### src/rtl/button_event_queue.sv
// rtl/button_event_queue.sv - captures button release ticks and presents them round-robin over valid/ack
// Optional dropped-event counter port ovr_count is enabled by defining BTN_EVT_OVR_CNT_EN.
module button_event_queue #(
    parameter int N_BTN = 4,
    parameter int W_IDX = 2
) (
    input  logic             clkr,
    input  logic             resetr,
    input  logic [N_BTN-1:0] tickr_in,
    output logic             ev_valid,
    output logic [W_IDX-1:0] ev_idx,
    input  logic             ev_ack,
    output logic [N_BTN-1:0] pending,
    output logic             overrun,
    input  logic             ovr_clr
`ifdef BTN_EVT_OVR_CNT_EN
    ,
    output logic [7:0]       ovr_count
`endif
);

    typedef enum logic {IDLE, PRESENT} state_t;

    state_t           state, state_n;
    logic             ev_valid_n;
    logic [W_IDX-1:0] ev_idx_n;
    logic [W_IDX-1:0] rr_ptr, rr_ptr_n;
    logic [N_BTN-1:0] clr, ovr_vec, pending_n;
    logic [N_BTN-1:0] rot_pend;
    logic [W_IDX-1:0] pick_off, pick_idx;
    logic [W_IDX:0]   pick_sum, next_sum;
    logic             pick_found;

    always_comb begin
        clr       = '0;
        ovr_vec   = '0;
        pending_n = '0;
        for (int i = 0; i < N_BTN; i++) begin
            clr[i]       = ev_valid & ev_ack & (ev_idx == W_IDX'(i));
            ovr_vec[i]   = tickr_in[i] & pending[i] & ~clr[i];
            pending_n[i] = (pending[i] & ~clr[i]) | tickr_in[i];
        end
    end

    // Rotate so bit k of rot_pend is button (rr_ptr + k) mod N_BTN; lowest set bit wins.
    always_comb begin
        rot_pend   = N_BTN'({pending, pending} >> rr_ptr);
        pick_found = |pending;
        pick_off   = '0;
        for (int k = N_BTN - 1; k >= 0; k--) begin
            if (rot_pend[k]) pick_off = W_IDX'(k);
        end
        pick_sum = {1'b0, rr_ptr} + {1'b0, pick_off};
        if (pick_sum >= (W_IDX+1)'(N_BTN)) pick_sum = pick_sum - (W_IDX+1)'(N_BTN);
        pick_idx = pick_sum[W_IDX-1:0];
        next_sum = {1'b0, ev_idx} + (W_IDX+1)'(1);
        if (next_sum >= (W_IDX+1)'(N_BTN)) next_sum = '0;
    end

    always_comb begin
        state_n    = state;
        ev_valid_n = ev_valid;
        ev_idx_n   = ev_idx;
        rr_ptr_n   = rr_ptr;
        case (state)
            IDLE: begin
                if (pick_found) begin
                    state_n    = PRESENT;
                    ev_valid_n = 1'b1;
                    ev_idx_n   = pick_idx;
                end
            end
            PRESENT: begin
                if (ev_ack) begin
                    state_n    = IDLE;
                    ev_valid_n = 1'b0;
                    rr_ptr_n   = next_sum[W_IDX-1:0];
                end
            end
            default: state_n = IDLE;
        endcase
    end

    always_ff @(posedge clkr) begin
        if (resetr) begin
            state    <= IDLE;
            ev_valid <= 1'b0;
            ev_idx   <= '0;
            rr_ptr   <= '0;
            pending  <= '0;
            overrun  <= 1'b0;
        end else begin
            state    <= state_n;
            ev_valid <= ev_valid_n;
            ev_idx   <= ev_idx_n;
            rr_ptr   <= rr_ptr_n;
            pending  <= pending_n;
            if (|ovr_vec)
                overrun <= 1'b1;
            else if (ovr_clr)
                overrun <= 1'b0;
        end
    end

`ifdef BTN_EVT_OVR_CNT_EN
    logic [3:0] ovr_num;
    logic [8:0] cnt_sum;

    always_comb begin
        ovr_num = '0;
        for (int i = 0; i < N_BTN; i++) begin
            ovr_num = ovr_num + 4'(ovr_vec[i]);
        end
        cnt_sum = {1'b0, ovr_count} + 9'(ovr_num);
    end

    // A clear in the same cycle as new overruns restarts from this cycle's count.
    always_ff @(posedge clkr) begin
        if (resetr)
            ovr_count <= '0;
        else if (ovr_clr)
            ovr_count <= 8'(ovr_num);
        else if (cnt_sum[8])
            ovr_count <= 8'hFF;
        else
            ovr_count <= cnt_sum[7:0];
    end
`endif

endmodule
### config.mk
export PLATFORM = sky130hd
export DESIGN_NAME = button_event_queue
export DESIGN_NICKNAME = d
export VERILOG_FILES = /design/src/rtl/button_event_queue.sv
export SDC_FILE = /design/constraint.sdc
export NUM_CORES = 1
export LEC_CHECK = 0
export ABC_AREA = 1
export ABC_CLOCK_PERIOD_IN_PS = 1520
export CAP_MARGIN = 20
export CORE_ASPECT_RATIO = 0.6
export CORE_UTILIZATION = 25
export DETAILED_ROUTE_END_ITERATION = 16
export PLACE_DENSITY_LB_ADDON = 0.3
export REMOVE_ABC_BUFFERS = 1
export SYNTH_ARGS = -nofsm -noshare
export SYNTH_HDL_FRONTEND = slang
export SYNTH_SLANG_ARGS = --single-unit
export TNS_END_PERCENT = 10
### constraint.sdc
create_clock -name clkr -period 1.52 [get_ports clkr]
set_input_delay 0.228 -clock clkr [delete_from_list [all_inputs] [get_ports clkr]]
set_output_delay 0.228 -clock clkr [all_outputs]
set_load 0.02 [all_outputs]
## Word-level counts from Yosys, hierarchy flattened

Cells that the tools add are included.

| word-level totals | value |
|---|---|
| flip-flop bits (word level) | 11 |
| bits of input ports | 8 |
| word-level logic and storage cells | 64 |
| output and inout port bits | 8 |

| cells by class | value |
|---|---|
| muxes and demuxes | 14 |
| reductions and logical operators | 7 |
| eq/ne operators | 5 |
| bitwise operators | 26 |
| add/subtract/negate cells | 3 |
| shift-type cells | 1 |
| $lt $le $gt $ge | 2 |

Operator list:

| kind | number |
|---|---|
| $and 1x1->1 | 17 |
| $mux 2 | 6 |
| $reduce_or 4->1 | 2 |
| $shr 8x2->4 | 1 |
| $ge 3x3->1 const B | 2 |
| $mux 1 | 6 |
| $reduce_and 2->1 | 3 |
| $not 1->1 | 5 |
| $eq 2x2->1 const B | 2 |
| $ne 2x2->1 const B | 2 |
| $or 1x1->1 | 4 |
| $pmux 1 s2 | 2 |
| $add 2x1->3 const B | 1 |
| $add 2x2->3 | 1 |
| $eq 2x1->1 const B | 1 |
| $logic_not 2->1 | 1 |
| $reduce_bool 2->1 | 1 |
| $sub 2x1->2 const B | 1 |

## Longest topological paths before layout

Gate-level depths: netlist (run 1).

| logic depth | value |
|---|---|
| depth after elaboration | 8 |
| mapped depth | 12 |
| mapped depth without buffers | 12 |

## Worst setup path before layout (run 1)

Ideal clock, no wire load.

| timing | value |
|---|---|
| path kind | register -> register |
| start point | register pending[1] |
| end point | register ev_idx[1] |
| setup time | 0.117 ns |
| data arrival time | 1.399 ns |
| buffers on the path | 0 |
| cell stages (with the launch flop) | 12 |
| clock period less this slack | 1.516 ns |
| data required time | 1.403 ns |
| setup slack | 0.004 ns |
| cell sequence | dfxtp_1 > nand2_1 > nand3_1 > nand2_1 > nand3_1 > a21boi_0 > ha_1 > xnor2_1 > nand3_1 > nand2_1 > nor2_1 > nor2_1 |

| between the ends | value |
|---|---|
| cells in the longest elaborated chain, start to end | 8 |
| elaborated cells on any way between the ends | 11 |
| classes of those cells | add/sub (2); order compare (1); shift (1); mux (5); reduce/logical (2) |

RTL lines:

| item | line | RTL |
|---|---|---|
| from (decl) | 13 | `output logic [N_BTN-1:0] pending,` |
| from (signal assigned) | 97 | `pending <= pending_n;` |
| $shr 8x2->4 | 47 | `rot_pend = N_BTN'({pending, pending} >> rr_ptr);` |
| $mux 2 (4 in a row) | 51 | `if (rot_pend[k]) pick_off = W_IDX'(k);` |
| $add 2x2->3 | 53 | `pick_sum = {1'b0, rr_ptr} + {1'b0, pick_off};` |
| $ge 3x3->1 or $sub 2x1->2 (tied branches) | 54 | `if (pick_sum >= (W_IDX+1)'(N_BTN)) pick_sum = pick_sum - (W_IDX+1)'(N_BTN);` |
| $mux 2 | 54 |  |
| to (signal assigned) | 95 | `ev_idx <= ev_idx_n;` |
| to (decl) | 11 | `output logic [W_IDX-1:0] ev_idx,` |

Several ways; a longest one is shown, not always the timed one.
A chain may end at the register's enable or synchronous reset.

## Worst setup path in the final report (run 1)

| timing | value |
|---|---|
| start point | register rr_ptr[1] |
| end point | register ev_idx[1] |

| between the ends | value |
|---|---|
| cells in the longest elaborated chain, start to end | 8 |
| elaborated cells on any way between the ends | 9 |
| classes of those cells | add/sub (2); order compare (1); shift (1); mux (5) |

RTL lines:

| item | line | RTL |
|---|---|---|
| from (decl) | 27 | `logic [W_IDX-1:0] rr_ptr, rr_ptr_n;` |
| from (signal assigned) | 96 | `rr_ptr <= rr_ptr_n;` |
| $shr 8x2->4 | 47 |  |
| $mux 2 (4 in a row) | 51 |  |
| $add 2x2->3 (*) | 53 |  |
| $ge 3x3->1 or $sub 2x1->2 (tied branches) | 54 |  |
| $mux 2 (*) | 54 |  |

Mark *: on every way between the ends. The rest lies on a longest branch, timed or not.

==> results of run 1 <==
Yosys cell counts:
| cell | count | area (um^2) |
|---|---|---|
| nand2_1 | 26 | 97.6 |
| nand3_1 | 14 | 70.1 |
| nor2_1 | 14 | 52.6 |
| inv_1 | 12 | 45.0 |
| dfxtp_1 | 11 | 220 |
| a21oi_1 | 5 | 25.0 |
| ha_1 | 5 | 62.6 |
| o21ai_0 | 4 | 20.0 |
| inv_2 | 2 | 7.51 |
| a21boi_0 | 1 | 7.51 |
| clkbuf_1 | 1 | 3.75 |
| nand4_1 | 1 | 6.26 |
| o21a_1 | 1 | 7.51 |
| o41ai_1 | 1 | 8.76 |
| xnor2_1 | 1 | 8.76 |
flip-flops by register name, summed over array words and instances, names as in the netlist:
signal	count
pending	4
ev_idx	2
rr_ptr	2
ev_valid	1
overrun	1
state	1
worst max-delay path: cells and delay by family (launching register included):
family,cells,cell delay (ns)
buf+inv,1,0.15
fa+ha+maj,1,0.19
flops,1,0.34
simple gates,6,0.41
xor+xnor,1,0.13
compound gates,1,0.16
stage by stage:
| step | cells | utilization, % | setup WS, ns | total power, mW | cell area (um^2) |
|---|---|---|---|---|---|
| 2_1_floorplan | 98 | - | 0.00356 | 0.513 | 639 |
| 5_1_grt | 160 | 44.4 | -0.142 | 1.05 | 1020 |
| 6_report | 160 | 44.4 | 0.0241 | 0.991 | 1020 |
| 4_1_cts | 159 | 41.7 | -0.0566 | 0.969 | 957 |
| 3_5_place_dp | 155 | 40.0 | -0.163 | 0.666 | 917 |
| 3_3_place_gp | 155 | 40.0 | -0.0362 | 0.660 | 917 |
report_power, final:
| group | internal [mW] | switching, mW | total, mW |
|---|---|---|---|
| clock network | 0.181 | 0.124 | 0.305 |
| logic | 0.156 | 0.171 | 0.328 |
| registers | 0.320 | 0.0389 | 0.358 |
timing repair:
action | in CTS | in global routing
resized for setup | 8 | 16
pin swaps | 0 | 4
endpoints found under the setup margin | 8 | 2
buffers inserted | 0 | 1
per-layer routing:
layer / track usage, % / part of all wire (%) / vias up
met2: 25.7 / 41 / 29
met4: 1.60 / 0 / 0
met1: 20.0 / 51 / 315
met3: 6.94 / 8.1 / 0
met5: 0 / 0 / -
li1: - / - / 381
cell type report:
cell class | count | area share (%)
repair buffers | 28 | 23.6
well taps | 30 | 3.69
flip-flops and latches | 11 | 22.2
clock buffers | 3 | 4.05
clock inverters | 1 | 0.491
inverters | 14 | 5.41
multi-input cells | 73 | 40.5
worst paths after layout:
check                                            start                     end  slack, ns  depth (start not counted)
worst max-delay path            rr_ptr[1]$_SDFFE_PP0P_  ev_idx[1]$_SDFFE_PP0P_       0.02                         10
worst min-delay path                  state$_SDFF_PP0_        state$_SDFF_PP0_       0.54                          2
worst max register to register  rr_ptr[1]$_SDFFE_PP0P_  ev_idx[1]$_SDFFE_PP0P_       0.02                         10
worst min register to register        state$_SDFF_PP0_        state$_SDFF_PP0_       0.54                          2
kinds of logic after synthesis:
group,count (synthesis),synth area share [%]
XOR/XNOR,1,1.36
adder cells (fa/ha/maj),5,9.73
AO/OA/AOI/OAI,12,10.7
buffers and inverters,15,8.75
AND/OR/NAND/NOR,55,35.2
flip-flops,11,34.2
==> impl_metrics.py, run 1 <==
metrics = {
    "run_status": {
        "status": "finished clean",
    },
    "clock_tree": {
        "cts_root_buffer": "clkbuf_8",
        "cts_tree": "yes",
        "cts_buffers": 3,
        "clk_latency_ns": 0.24,
        "cts_sinks": 11,
        "cts_hold_buf": 0,
        "cts.path.max_buffers": 2,
        "htreeDepth": 1,
        "clkTransAtPathRegs_ns": 0.06,
    },
    "final_layout": {
        "fin_nets": 144,
        "areaGrowthSynthToFinish_pct": 58.4,
        "nFillCells": 224,
        "layout_common_cells": "nand2_1 (23), nor2_1 (14), buf_4 (13)",
        "multi_input_area_um2": 413,
        "antenna_cells": 0,
        "final_common_cell": "nand2_1",
        "final-seq-area_um2": 226,
        "drive_above_1_share_pct": 26.2,
    },
    "placement": {
        "globalplace.congestion": 0.810,
        "dp.final_hpwl_um": 1410,
        "port_buffers": 15,
    },
    "sta": {
        "worstMarginPinSlew_ns": 0.286,
        "min_period_ns": 1.50,
        "fmax_mhz": 669,
        "relSlewSlack_pct": 80.7,
        "tns_ns": 0,
        "fin_crit_sh_pct": 98.4,
        "finalHoldViolations": 0,
        "hold-worst-slack_ns": 0.537,
        "rsz0062_at_grt": "yes",
        "final-max-slew-violation-count": 0,
        "setup_viol": 0,
        "fin_worst_skew_ns": 0.00569,
    },
    "synth": {
        "ys_seq_elements": 11,
        "netlist_instances": 99,
        "syn_area_um2": 643,
        "synth_cell_type_count": 15,
        "yosysSeqAreaShare_pct": 34.2,
        "synth_warnings": 0,
        "syn_avg_cell_area_um2": 6.50,
    },
    "min_path": {
        "hold_path_class": "flip-flop to flip-flop",
    },
    "pwr": {
        "p_leak_nw": 0.512,
        "vdd_drop_max_mv": 0.598,
        "cellPowerDensity_nw_per_um2": 973,
    },
    "global_routing": {
        "grt_pass1_vias": 684,
        "grt_pass1_wl_um": 3020,
        "grt_overflow": 0,
        "antenna_found_initial": 0,
        "grt_max_degree": 8,
        "grt_use_total_pct": 15.8,
    },
    "route": {
        "viasPerCell": 4.53,
        "dr.pass1.iters": 4,
        "vias": 725,
        "wl_per_cell_um": 11.9,
        "routed_wl_um": 1910,
        "ant_nets": 0,
        "drc": 0,
        "drt-initial-drc-count": 35,
    },
    "critical_path": {
        "max_stage_delay_ns": 0.34,
        "path_max_fanout": 4,
        "critPathKind": "flip-flop to flip-flop",
        "cp.arrival_ns": 1.63,
        "critPathSlowestCell": "dfxtp_2",
        "critPathRequiredTime_ns": 1.66,
        "cp_cell_sequence": "buf_4 > nand3_1 > nand2_1 > a21boi_2 > ha_2 > xnor2_2 > nand3_1 > nand2_1 > nor2_1 > nor2_1",
        "cp-start-kind": "flip-flop",
        "endpoint_kind": "flip-flop",
    },
    "floorplan": {
        "fp-row-count": 13,
        "ios": 16,
        "die_h_um": 41.3,
        "dieArea_um2": 2790,
        "dieWidth_um": 67.5,
        "coreArea_um2": 2290,
        "start_util_pct": 28.0,
    },
    "flow_run": {
        "maxCapViolations": 0,
    },
}
No activity file was read; power rests on OpenSTA's default activity.
==> inputs of run 2 (changes only) <==
--- a/config.mk
+++ b/config.mk
@@ -13,6 +13,7 @@
 export DETAILED_ROUTE_END_ITERATION = 16
 export PLACE_DENSITY_LB_ADDON = 0.3
 export REMOVE_ABC_BUFFERS = 1
+export SLEW_MARGIN = 5
 export SYNTH_ARGS = -nofsm -noshare
 export SYNTH_HDL_FRONTEND = slang
 export SYNTH_SLANG_ARGS = --single-unit
==> results of run 2 <==
Final layout, timing and power as in run 1 (identical DEF).
